## src/rtl/me_ref_fetch_sched_pkg.sv

```systemverilog
// Shared types and default geometry for the ME reference fetch scheduler.
package me_ref_fetch_sched_pkg;

  localparam int NUM_COLS_DEF = 32;
  localparam int ROWS_DEF     = 64;
  localparam int ROW_W_DEF    = 6;
  localparam int COL_W_DEF    = 5;
  localparam int DATA_W_DEF   = 256;

  typedef enum logic [2:0] {
    ST_IDLE      = 3'd0,
    ST_PRIME     = 3'd1,
    ST_RUN       = 3'd2,
    ST_WAIT_FILL = 3'd3,
    ST_DONE      = 3'd4
  } state_e;

endpackage

```

## src/rtl/me_ref_fetch_sched_fill_tracker.sv

```systemverilog
// DMA refill tracker: owns the req/gnt handshake for one outstanding refill,
// counts row beats into the target bank and flags the last beat.
module me_ref_fetch_sched_fill_tracker
  import me_ref_fetch_sched_pkg::*;
#(
  parameter int ROWS   = ROWS_DEF,
  parameter int ROW_W  = ROW_W_DEF,
  parameter int COL_W  = COL_W_DEF,
  parameter int DATA_W = DATA_W_DEF
) (
  input  logic              clk,
  input  logic              rst_n,
  input  logic              i_issue,
  input  logic [COL_W-1:0]  i_issue_col,
  input  logic              i_issue_bank,
  input  logic              i_refill_gnt,
  input  logic              i_refill_valid,
  input  logic [DATA_W-1:0] i_refill_data,
  output logic              o_refill_req,
  output logic [COL_W-1:0]  o_refill_col,
  output logic              o_refill_wr_en,
  output logic [ROW_W:0]    o_refill_wr_addr,
  output logic [DATA_W-1:0] o_refill_wr_data,
  output logic              o_fill_done,
  output logic              o_fill_bank
);

  logic              r_req;
  logic [COL_W-1:0]  r_col;
  logic              r_bank;
  logic              r_active;
  logic [ROW_W-1:0]  r_cnt;
  logic              r_wr_en;
  logic [ROW_W:0]    r_wr_addr;
  logic [DATA_W-1:0] r_wr_data;

  logic w_beat;
  logic w_last;

  // Beats only count once the DMA has granted; strays are dropped.
  assign w_beat = r_active & i_refill_valid;
  assign w_last = w_beat && (r_cnt == ROW_W'(ROWS - 1));

  // Handshake, beat counting and registered write port.
  always_ff @(posedge clk or negedge rst_n) begin
    if (!rst_n) begin
      r_req     <= 1'b0;
      r_col     <= '0;
      r_bank    <= 1'b0;
      r_active  <= 1'b0;
      r_cnt     <= '0;
      r_wr_en   <= 1'b0;
      r_wr_addr <= '0;
      r_wr_data <= '0;
    end else begin
      r_wr_en <= w_beat;
      if (w_beat) begin
        r_wr_addr <= {r_bank, r_cnt};
        r_wr_data <= i_refill_data;
        r_cnt     <= w_last ? '0 : r_cnt + ROW_W'(1);
      end
      if (w_last) begin
        r_active <= 1'b0;
      end
      if (r_req && i_refill_gnt) begin
        r_req    <= 1'b0;
        r_active <= 1'b1;
      end
      // A new issue may land on the same edge as the previous last beat;
      // that beat's address was already taken from the old bank above.
      if (i_issue) begin
        r_req  <= 1'b1;
        r_col  <= i_issue_col;
        r_bank <= i_issue_bank;
      end
    end
  end

  assign o_refill_req     = r_req;
  assign o_refill_col     = r_col;
  assign o_refill_wr_en   = r_wr_en;
  assign o_refill_wr_addr = r_wr_addr;
  assign o_refill_wr_data = r_wr_data;
  assign o_fill_done      = w_last;
  assign o_fill_bank      = r_bank;

endmodule

```

## src/rtl/me_ref_fetch_sched.sv

```systemverilog
// ME reference fetch scheduler: ping-pong reference banks, row reads paced by
// the PE controller, background refill of the idle bank from the DMA.
//
//  state     | meaning
//  ----------+-----------------------------------------------------------
//  IDLE      | waiting for start
//  PRIME     | first column loading into bank 0, PE array stalled
//  RUN       | serving reads from the active bank, idle bank refilling
//  WAIT_FILL | active column finished, next column not resident, stalled
//  DONE      | last column consumed, one-cycle done pulse
module me_ref_fetch_sched
  import me_ref_fetch_sched_pkg::*;
#(
  parameter int NUM_COLS = NUM_COLS_DEF,
  parameter int ROWS     = ROWS_DEF,
  parameter int ROW_W    = ROW_W_DEF,
  parameter int COL_W    = COL_W_DEF,
  parameter int DATA_W   = DATA_W_DEF
) (
  input  logic              clk,
  input  logic              rst_n,
  input  logic              i_start,
  input  logic              i_change_ref,
  input  logic              i_col_done,
  output logic              o_stall,
  output logic              o_busy,
  output logic              o_done,
  output logic              o_ref_rd_en,
  output logic [ROW_W:0]    o_ref_rd_addr,
  output logic              o_refill_req,
  output logic [COL_W-1:0]  o_refill_col,
  input  logic              i_refill_gnt,
  input  logic              i_refill_valid,
  input  logic [DATA_W-1:0] i_refill_data,
  output logic              o_refill_wr_en,
  output logic [ROW_W:0]    o_refill_wr_addr,
  output logic [DATA_W-1:0] o_refill_wr_data
);

  state_e           r_state, w_state_nxt;
  logic [COL_W-1:0] r_col_idx, w_col_idx_nxt;
  logic             r_rd_bank, w_rd_bank_nxt;
  logic [ROW_W-1:0] r_row_ptr, w_row_ptr_nxt;
  logic [1:0]       r_bank_valid, w_bank_valid_nxt;
  logic             r_rd_en, w_rd_en_nxt;
  logic [ROW_W:0]   r_rd_addr, w_rd_addr_nxt;
  logic             r_stall, r_busy, r_done;

  logic             w_issue;
  logic [COL_W-1:0] w_issue_col;
  logic             w_issue_bank;
  logic             w_fill_done;
  logic             w_fill_bank;
  logic             w_swap;
  logic             w_other_ready;
  logic             w_last_col;
  logic [COL_W:0]   w_col_plus2;
  logic             w_more_cols;

  // The other bank counts as resident if its last beat lands this cycle.
  assign w_other_ready = r_bank_valid[~r_rd_bank] | (w_fill_done && (w_fill_bank == ~r_rd_bank));
  assign w_last_col    = (r_col_idx == COL_W'(NUM_COLS - 1));
  assign w_col_plus2   = {1'b0, r_col_idx} + (COL_W+1)'(2);
  assign w_more_cols   = (w_col_plus2 < (COL_W+1)'(NUM_COLS));

  // Next-state, read pointer, bank flags and refill issue.
  always_comb begin
    w_state_nxt      = r_state;
    w_col_idx_nxt    = r_col_idx;
    w_rd_bank_nxt    = r_rd_bank;
    w_row_ptr_nxt    = r_row_ptr;
    w_bank_valid_nxt = r_bank_valid;
    w_rd_en_nxt      = 1'b0;
    w_rd_addr_nxt    = r_rd_addr;
    w_issue          = 1'b0;
    w_issue_col      = '0;
    w_issue_bank     = 1'b0;
    w_swap           = 1'b0;

    if (w_fill_done) begin
      w_bank_valid_nxt[w_fill_bank] = 1'b1;
    end

    case (r_state)
      ST_IDLE: begin
        if (i_start) begin
          w_issue       = 1'b1;
          w_col_idx_nxt = '0;
          w_rd_bank_nxt = 1'b0;
          w_row_ptr_nxt = '0;
          w_state_nxt   = ST_PRIME;
        end
      end
      ST_PRIME: begin
        if (w_fill_done) begin
          if (NUM_COLS > 1) begin
            w_issue      = 1'b1;
            w_issue_col  = COL_W'(1);
            w_issue_bank = 1'b1;
          end
          w_state_nxt = ST_RUN;
        end
      end
      ST_RUN: begin
        if (i_col_done) begin
          if (w_last_col) begin
            w_state_nxt = ST_DONE;
          end else begin
            w_bank_valid_nxt[r_rd_bank] = 1'b0;
            if (w_other_ready) begin
              w_swap = 1'b1;
            end else begin
              w_state_nxt = ST_WAIT_FILL;
            end
          end
        end else if (i_change_ref) begin
          w_rd_en_nxt   = 1'b1;
          w_rd_addr_nxt = {r_rd_bank, r_row_ptr};
          w_row_ptr_nxt = (r_row_ptr == ROW_W'(ROWS - 1)) ? '0 : r_row_ptr + ROW_W'(1);
        end
      end
      ST_WAIT_FILL: begin
        if (w_fill_done && (w_fill_bank == ~r_rd_bank)) begin
          w_swap = 1'b1;
        end
      end
      ST_DONE: begin
        w_bank_valid_nxt = '0;
        w_state_nxt      = ST_IDLE;
      end
      default: begin
        w_state_nxt = ST_IDLE;
      end
    endcase

    // Move to the freshly filled bank and refill the one just released.
    if (w_swap) begin
      w_rd_bank_nxt = ~r_rd_bank;
      w_col_idx_nxt = r_col_idx + COL_W'(1);
      w_row_ptr_nxt = '0;
      w_state_nxt   = ST_RUN;
      if (w_more_cols) begin
        w_issue      = 1'b1;
        w_issue_col  = w_col_plus2[COL_W-1:0];
        w_issue_bank = r_rd_bank;
      end
    end
  end

  // State and datapath registers; status outputs registered from next state.
  always_ff @(posedge clk or negedge rst_n) begin
    if (!rst_n) begin
      r_state      <= ST_IDLE;
      r_col_idx    <= '0;
      r_rd_bank    <= 1'b0;
      r_row_ptr    <= '0;
      r_bank_valid <= '0;
      r_rd_en      <= 1'b0;
      r_rd_addr    <= '0;
      r_stall      <= 1'b0;
      r_busy       <= 1'b0;
      r_done       <= 1'b0;
    end else begin
      r_state      <= w_state_nxt;
      r_col_idx    <= w_col_idx_nxt;
      r_rd_bank    <= w_rd_bank_nxt;
      r_row_ptr    <= w_row_ptr_nxt;
      r_bank_valid <= w_bank_valid_nxt;
      r_rd_en      <= w_rd_en_nxt;
      r_rd_addr    <= w_rd_addr_nxt;
      r_stall      <= (w_state_nxt == ST_PRIME) || (w_state_nxt == ST_WAIT_FILL);
      r_busy       <= (w_state_nxt != ST_IDLE);
      r_done       <= (w_state_nxt == ST_DONE);
    end
  end

  me_ref_fetch_sched_fill_tracker #(
    .ROWS   (ROWS),
    .ROW_W  (ROW_W),
    .COL_W  (COL_W),
    .DATA_W (DATA_W)
  ) u_fill (
    .clk              (clk),
    .rst_n            (rst_n),
    .i_issue          (w_issue),
    .i_issue_col      (w_issue_col),
    .i_issue_bank     (w_issue_bank),
    .i_refill_gnt     (i_refill_gnt),
    .i_refill_valid   (i_refill_valid),
    .i_refill_data    (i_refill_data),
    .o_refill_req     (o_refill_req),
    .o_refill_col     (o_refill_col),
    .o_refill_wr_en   (o_refill_wr_en),
    .o_refill_wr_addr (o_refill_wr_addr),
    .o_refill_wr_data (o_refill_wr_data),
    .o_fill_done      (w_fill_done),
    .o_fill_bank      (w_fill_bank)
  );

  assign o_stall       = r_stall;
  assign o_busy        = r_busy;
  assign o_done        = r_done;
  assign o_ref_rd_en   = r_rd_en;
  assign o_ref_rd_addr = r_rd_addr;

endmodule

```

## config.mk

```make
export PLATFORM = sky130hd
export DESIGN_NAME = me_ref_fetch_sched
export DESIGN_NICKNAME = d
export VERILOG_FILES = /design/src/rtl/me_ref_fetch_sched_pkg.sv /design/src/rtl/me_ref_fetch_sched_fill_tracker.sv /design/src/rtl/me_ref_fetch_sched.sv
export SDC_FILE = /design/constraint.sdc
export NUM_CORES = 1
export LEC_CHECK = 0
export ABC_AREA = 1
export ABC_CLOCK_PERIOD_IN_PS = 2550
export CORE_AREA = 2 2 210 212
export DETAILED_ROUTE_END_ITERATION = 12
export DIE_AREA = 0 0 212 214
export GPL_TIMING_DRIVEN = 0
export PLACE_DENSITY_LB_ADDON = 0.2
export SYNTH_ARGS = -nofsm -noshare
export SYNTH_HDL_FRONTEND = slang
export SYNTH_SLANG_ARGS = --single-unit
```

## constraint.sdc

```tcl
create_clock -name clk -period 2.55 [get_ports clk]
set_input_delay 0.255 -clock clk [delete_from_list [all_inputs] [get_ports clk]]
set_output_delay 0.255 -clock clk [all_outputs]
set_load 0.03 [all_outputs]
```

==> impl_metrics.tcl <==
set metrics [dict create \
    status "complete, no violations" \
    grt_usage_pct 19.22 \
    grt_pass1_wl_um 66780 \
    yosysTopAreaCell "dfrtp_1" \
    insertion_delay_ns 0.53 \
    grt_max_degree 108 \
    cts_tree "done" \
    final_core_util_pct 45.41 \
    power_density_nw_per_um2 1357 \
    yosysMostFrequentCell "nand2_1" \
    grt-ovfl-total 0 \
    yosysTopAreaCellShare_pct 64.05 \
    drv_slew 0 \
    synth_edf_count 0 \
    clock_sinks 306 \
    nets 2212 \
    synth_seq_cells 306 \
    routed_wl_um 43800 \
    setup_viol 0 \
    grt_pass1_vias 11150 \
    rsz0062_at_grt "no" \
    path_cells "clkdlybuf4s50_1" \
    crit_slowest_cell "clkdlybuf4s50_1" \
    path_clk_slew_ns 0.05 \
    leakage_nw 9.555 \
    layout-drive-gt1-share_pct 6.031 \
    worstPathArrival_ns 1.67 \
    drtAntennaViolNets 0 \
    critical_path_class "reg2out" \
    maxCapViolations 0 \
    min_period_ns 1.924 \
    drc 0 \
    cp_top_family "buffers and inverters" \
    clock_skew_ns 0.008523 \
    clock.fmax_mhz 519.7 \
    synthXorXnorAreaFrac_pct 0.4396 \
    placed_area_um2 18210 \
    end_kind "primary output" \
    whs_ns 0.2316 \
    root_buffer "clkbuf_16" \
    crit_buf_inv 1 \
    synth_top_family_by_area "simple AND/OR/NAND/NOR gates" \
    timing.final.ws_setup_ns 0.6259 \
    io_pins 544 \
    drt-vias-per-instance 4.249 \
    synth_simple_gate_area_share_pct 29.31 \
    fin_crit_sh_pct 75.46 \
    hold_class "in2async" \
    start_util_pct 27.88 \
    synth_adder_area_share_pct 0.5233 \
    dieArea_um2 45370 \
    dpl.hpwl_um 33540 \
    slew_headroom_pct 55.10 \
    core_area_um2 42890 \
    syn_nets 1625 \
    drt_iter0_markers 641 \
    synth_area_um2 11960 \
    synth_area_leaders "dfrtp_1 (64%), nand2_1 (26%), buf_2 (1.3%), inv_1 (1.2%), nand3_1 (0.92%)" \
    setup_tns_ns 0 \
    vias 10890 \
    die_width_um 212 \
    place_ws_ns 0.1387 \
    io_buffers 543 \
    synth-main-ff-cell "dfrtp_1" \
    synth_cells 1357 \
    required_ns 2.30 \
    clockBufferDepth 3 \
    ys_warn_count 0 \
    startpoint_type "flop" \
    hold_viol_final 0 \
    dieHeight_um 214 \
    antenna_found_initial 5 \
    critPathMaxFanout 2 \
    synth.distinct_cells 35 \
    netlist_top_cells_count "nand2_1 (836), dfrtp_1 (306), inv_1 (39)" \
    cts.repair.resized 0 \
    place.gp.congestion 0.8450 \
    cts_buffers 38 \
    syn_area_per_cell_um2 8.810 \
    htreeDepth 2 \
    syn2layout_area_growth_pct 62.91 \
    ir_worst_vdd_mv 0.6396 \
    tightest_slew_ns 0.6736 \
    wl_per_cell_um 17.09 \
    firstDrtPassIters 4 \
    yosysSeqAreaShare_pct 64.05 \
    max_stage_delay_ns 0.80 \
    stdcell_area_um2 19480 \
    async_flop_share_pct 100.0 \
    synth.area.mux_share_pct 0 \
    num_rows 76 \
    synth_compound_area_share_pct 1.936 \
]
## registers in the layout, summed over array words and instances (netlist names), 2 cells and up
signal	cells
u_fill.r_cnt	6
u_fill.o_refill_wr_data	256
o_ref_rd_addr	7
r_state	3
r_row_ptr	6
r_col_idx	5
u_fill.o_refill_col	5
r_bank_valid	2
u_fill.o_refill_wr_addr	7
## logic make-up after synthesis
| logic type | count (synthesis) |
|---|---|
| AND/OR/NAND/NOR | 896 |
| adder cells (fa/ha/maj) | 5 |
| flip-flops | 306 |
| buffers and inverters | 105 |
| AO/OA/AOI/OAI | 39 |
| XOR/XNOR | 6 |
## layout by cell type (no fill, tap or decap), types with 3 or more instances in the layout
cell type / n
clkbuf_1: 38
xor2_1: 4
dfrtp_1: 306
nor2_1: 15
clkbuf_16: 41
nand3_1: 22
o21ai_0: 22
buf_16: 3
buf_1: 4
ha_1: 5
o21ai_1: 3
inv_2: 4
clkbuf_8: 7
clkdlybuf4s50_1: 542
inv_1: 39
buf_2: 32
nor3_1: 4
clkinv_2: 3
nand2_1: 836
diode_2: 5
a21oi_1: 5
nand2_2: 4
nand2_4: 3
## per-stage QoR
step / std cells / power (W)
floorplan: 1357 / 0.01506
global placement: 2485 / 0.02112
detailed placement: 2488 / 0.02124
CTS: 2558 / 0.02679
global route: 2562 / 0.02801
finish: 2563 / 0.02642
## where the power goes
group / total, W / leakage [nW] / internal, W / switching [W]
Combinational: 0.0128 / 5.15 / 0.00496 / 0.00788
Sequential: 0.00824 / 3.80 / 0.00703 / 0.00121
Clock: 0.00535 / 0.602 / 0.00325 / 0.00210
Total: 0.0264 / 9.56 / 0.0152 / 0.0112
## layer usage
layer / vias up / share of wire [%] / track usage [%]
met5: - / 0 / 0
met4: 0 / 2.4 / 6.315
met3: 58 / 9.9 / 7.624
met2: 386 / 49 / 32.28
met1: 5128 / 39 / 22.27
li1: 5318 / - / -
## worst paths after layout
check                                          endpoint                   startpoint  cells after the start  slack, ns
max                                o_refill_wr_data[15]  u_fill.o_refill_wr_data[15]                      1       0.63
min                                         o_ref_rd_en                        rst_n                      2       0.23
max reg2reg                                r_col_idx[2]                 r_col_idx[0]                     10       0.64
min reg2reg                 u_fill.o_refill_wr_data[29]  u_fill.o_refill_wr_data[29]                      2       0.47
max in group asynchronous  u_fill.o_refill_wr_data[116]                        rst_n                      4       1.19
min in group clk            u_fill.o_refill_wr_data[71]            i_refill_data[71]                      3       0.25
## what timing repair did
action / 4_1_cts / 5_1_grt
buffers inserted: 0 / 0
hold buffers: 1 / 0
hold endpoints to repair: 49 / 0
## final cells by class
type | instances | area (um2)
Tap cell | 585 | 732.0
Clock buffer | 62 | 1175
Fill cell | 4191 | 23410
Antenna cell | 5 | 12.51
Multi-Input combinational cell | 946 | 3851
Clock inverter | 7 | 68.82
Timing Repair Buffer | 547 | 5533
Inverter | 44 | 170.2
Buffer | 61 | 276.5
Sequential cell | 306 | 7657
No activity file was read; power rests on OpenSTA's default activity.
==> variant, RTL diff (same flow settings) <==
The 5 states of `state_e` get a one-hot encoding in 5 bits.
--- a/src/rtl/me_ref_fetch_sched_pkg.sv
+++ b/src/rtl/me_ref_fetch_sched_pkg.sv
@@ -7,12 +7,12 @@
   localparam int COL_W_DEF    = 5;
   localparam int DATA_W_DEF   = 256;
 
-  typedef enum logic [2:0] {
-    ST_IDLE      = 3'd0,
-    ST_PRIME     = 3'd1,
-    ST_RUN       = 3'd2,
-    ST_WAIT_FILL = 3'd3,
-    ST_DONE      = 3'd4
+  typedef enum logic [4:0] {
+    ST_IDLE      = 5'b00001,
+    ST_PRIME     = 5'b00010,
+    ST_RUN       = 5'b00100,
+    ST_WAIT_FILL = 5'b01000,
+    ST_DONE      = 5'b10000
   } state_e;
 
 endpackage
Check against the original RTL: same outputs for any inputs over 4 cycles, from zero or initial values and one cycle with rst_n low; so few cycles prove little.
==> variant against the original RTL <==
Worst setup slack lost 0.086 ns. Critical path depth up 5. Critical endpoint is now u_fill.o_refill_wr_data[147]. Area after synthesis rose by 0.60%. Global-route usage barely moved. Sequential cell count up 2. Highest routed layer unchanged. Die area unchanged. Clock skew is 0.0017 ns higher. Cell area unchanged. Synthesized cell count is 1.3% higher. Utilization unchanged. Wire length down 0.36%. Hold slack improved by 0.0075 ns.
Power is not compared: it rests on default switching activity, and its combinational part moved more than twofold at a synthesized area within 25%.
==> variant: results (changes against the original RTL) <==
* Outcome: finished, final reports clean
* Mux cell area share after synthesis at 0% (unchanged)
* Nets at 2,229 (+0.77%)
* Clock buffer depth at 3 (unchanged)
* GRT Util Overall at 19.2% (+0.020 points)
* First-pass GRT wire length at 66.8 mm (about the same)
* YS warnings at 0 (unchanged)
* Num CTS Buffers at 38 (unchanged)
* Sequential area share after synthesis at 64.1% (about the same)
* Syn avg cell area at 8.75 um2 (-0.72%)
* Post-Place Worst Slack at 0.0686 ns (-0.0701 ns)
* Gpl congestion at 0.827 (-2.2%)
* Synth Area in Adders at 0.520% (-0.0031 points)
* Drt first pass iters at 6 (+2)
* Pin count of the biggest net entering global routing at 114 (+5.6%)
* Synth area leaders: dfrtp_1, nand2_1, nand3_1, clkbuf_1, inv_1
* Layout cells sized above 1 at 5.04% (-1.0 points)
* Placed cell areas at 0.0183 mm2 (+0.24%)
* Via density at 4.24 (-0.16%)
* Placed cell count at 2,505 (+0.68%)
* Clk_lat worst skew at 0.54 ns
* Worst EP arrival at 2.48 ns (+0.81 ns)
* Initial antenna violation count at 1 (-4)
* DR vias at 10.9k (+0.23%)
* Headroom to the max-slew limit at 40.1% (-15 points)
* FFs w/ async S/R, synth at 100% (unchanged)
* Final WL at 43.6 mm (-0.36%)
* Multi-input gate area at 0.00391 mm2 (+1.6%)
* Compound-Gate Fraction of Synth Area at 1.61% (-0.32 points)
* Mapped Nets at 1,643 (+1.1%)
* Iter 0 DRT Violations at 782 (+22%)
* Synth unique cells at 32 (-8.6%)
* # fillers at 4,162 (-0.69%)
* Crit path max fanout at 10 (+8)
* Largest register FFs at 256 (unchanged)
* Seq pwr share at a little under two fifths
* Seq power at about 6 mW
* Clk pwr share at 33.2%
* Post-Synth XOR/XNOR Area at 0.437% (-0.0026 points)
* Top cells by count, synth: nand2_1, dfrtp_1, clkbuf_1, inv_1, nand3_1
* HPWL after detailed placement at 32.7 mm (-2.4%)
* Worst Clk Skew at 0.0102 ns (+0.00170 ns)
* Worst min-delay path class: input port to flip-flop
## variant: cell count changes after synthesis, sizes merged, moves of 4 or more
cell,change
nand2,+6
clkbuf,+12
buf,-12
inv,-4
o21ai,-7
nor2,+7
nand3,+11
## variant: final timing paths
check,depth (start not counted),endpoint,slack (ns),startpoint
min reg2reg,2,o_ref_rd_addr[2],0.48,o_ref_rd_addr[2]
max reg2reg,6,u_fill.o_refill_wr_data[147],0.54,u_fill.r_active
min in group asynchronous,2,u_fill.o_refill_wr_data[61],0.42,rst_n
max in group asynchronous,3,u_fill.o_refill_wr_data[194],1.04,rst_n
max,6,u_fill.o_refill_wr_data[147],0.54,u_fill.r_active
min,3,u_fill.o_refill_wr_data[97],0.24,i_refill_data[97]
## variant: area by class of cell
type / instances / share of cell area, %
diodes: 2 / 0.0257
plain buffers: 61 / 1.31
clock buffers: 60 / 5.94
clock inverters: 5 / 0.257
inverters: 40 / 0.777
multi-input cells: 966 / 20.1
flip-flops and latches: 308 / 39.6
well taps: 585 / 3.76
repair buffers: 546 / 28.3
## variant: logic make-up (layout without fill, tap and decap cells)
logic type,Yosys count,in the layout
and+or+nand+nor,921,921
DFF,308,308
buffers and inverters,101,712
AOI/OAI and AO/OA,34,34
xor gates and xnor gates,6,6
adders and majority gates,5,5
other,0,2
## variant: worst max-delay path: stages, from the launching register on
cell     delay, ns
dfrtp_1       0.37
nand2_1       0.31
inv_2         0.21
buf_2         0.31
buf_1         0.43
nand2_1       0.20
nand2_1       0.10
## variant: routing by layer
| layer | global-route usage, % | up-vias | wire (um) |
|---|---|---|---|
| met5 | 0 | - | 0 |
| li1 | - | 5355 | - |
| met4 | 6.20 | 0 | 1220 |
| met3 | 6.07 | 77 | 3540 |
| met1 | 22.9 | 5113 | 17400 |
| met2 | 32.9 | 370 | 21500 |
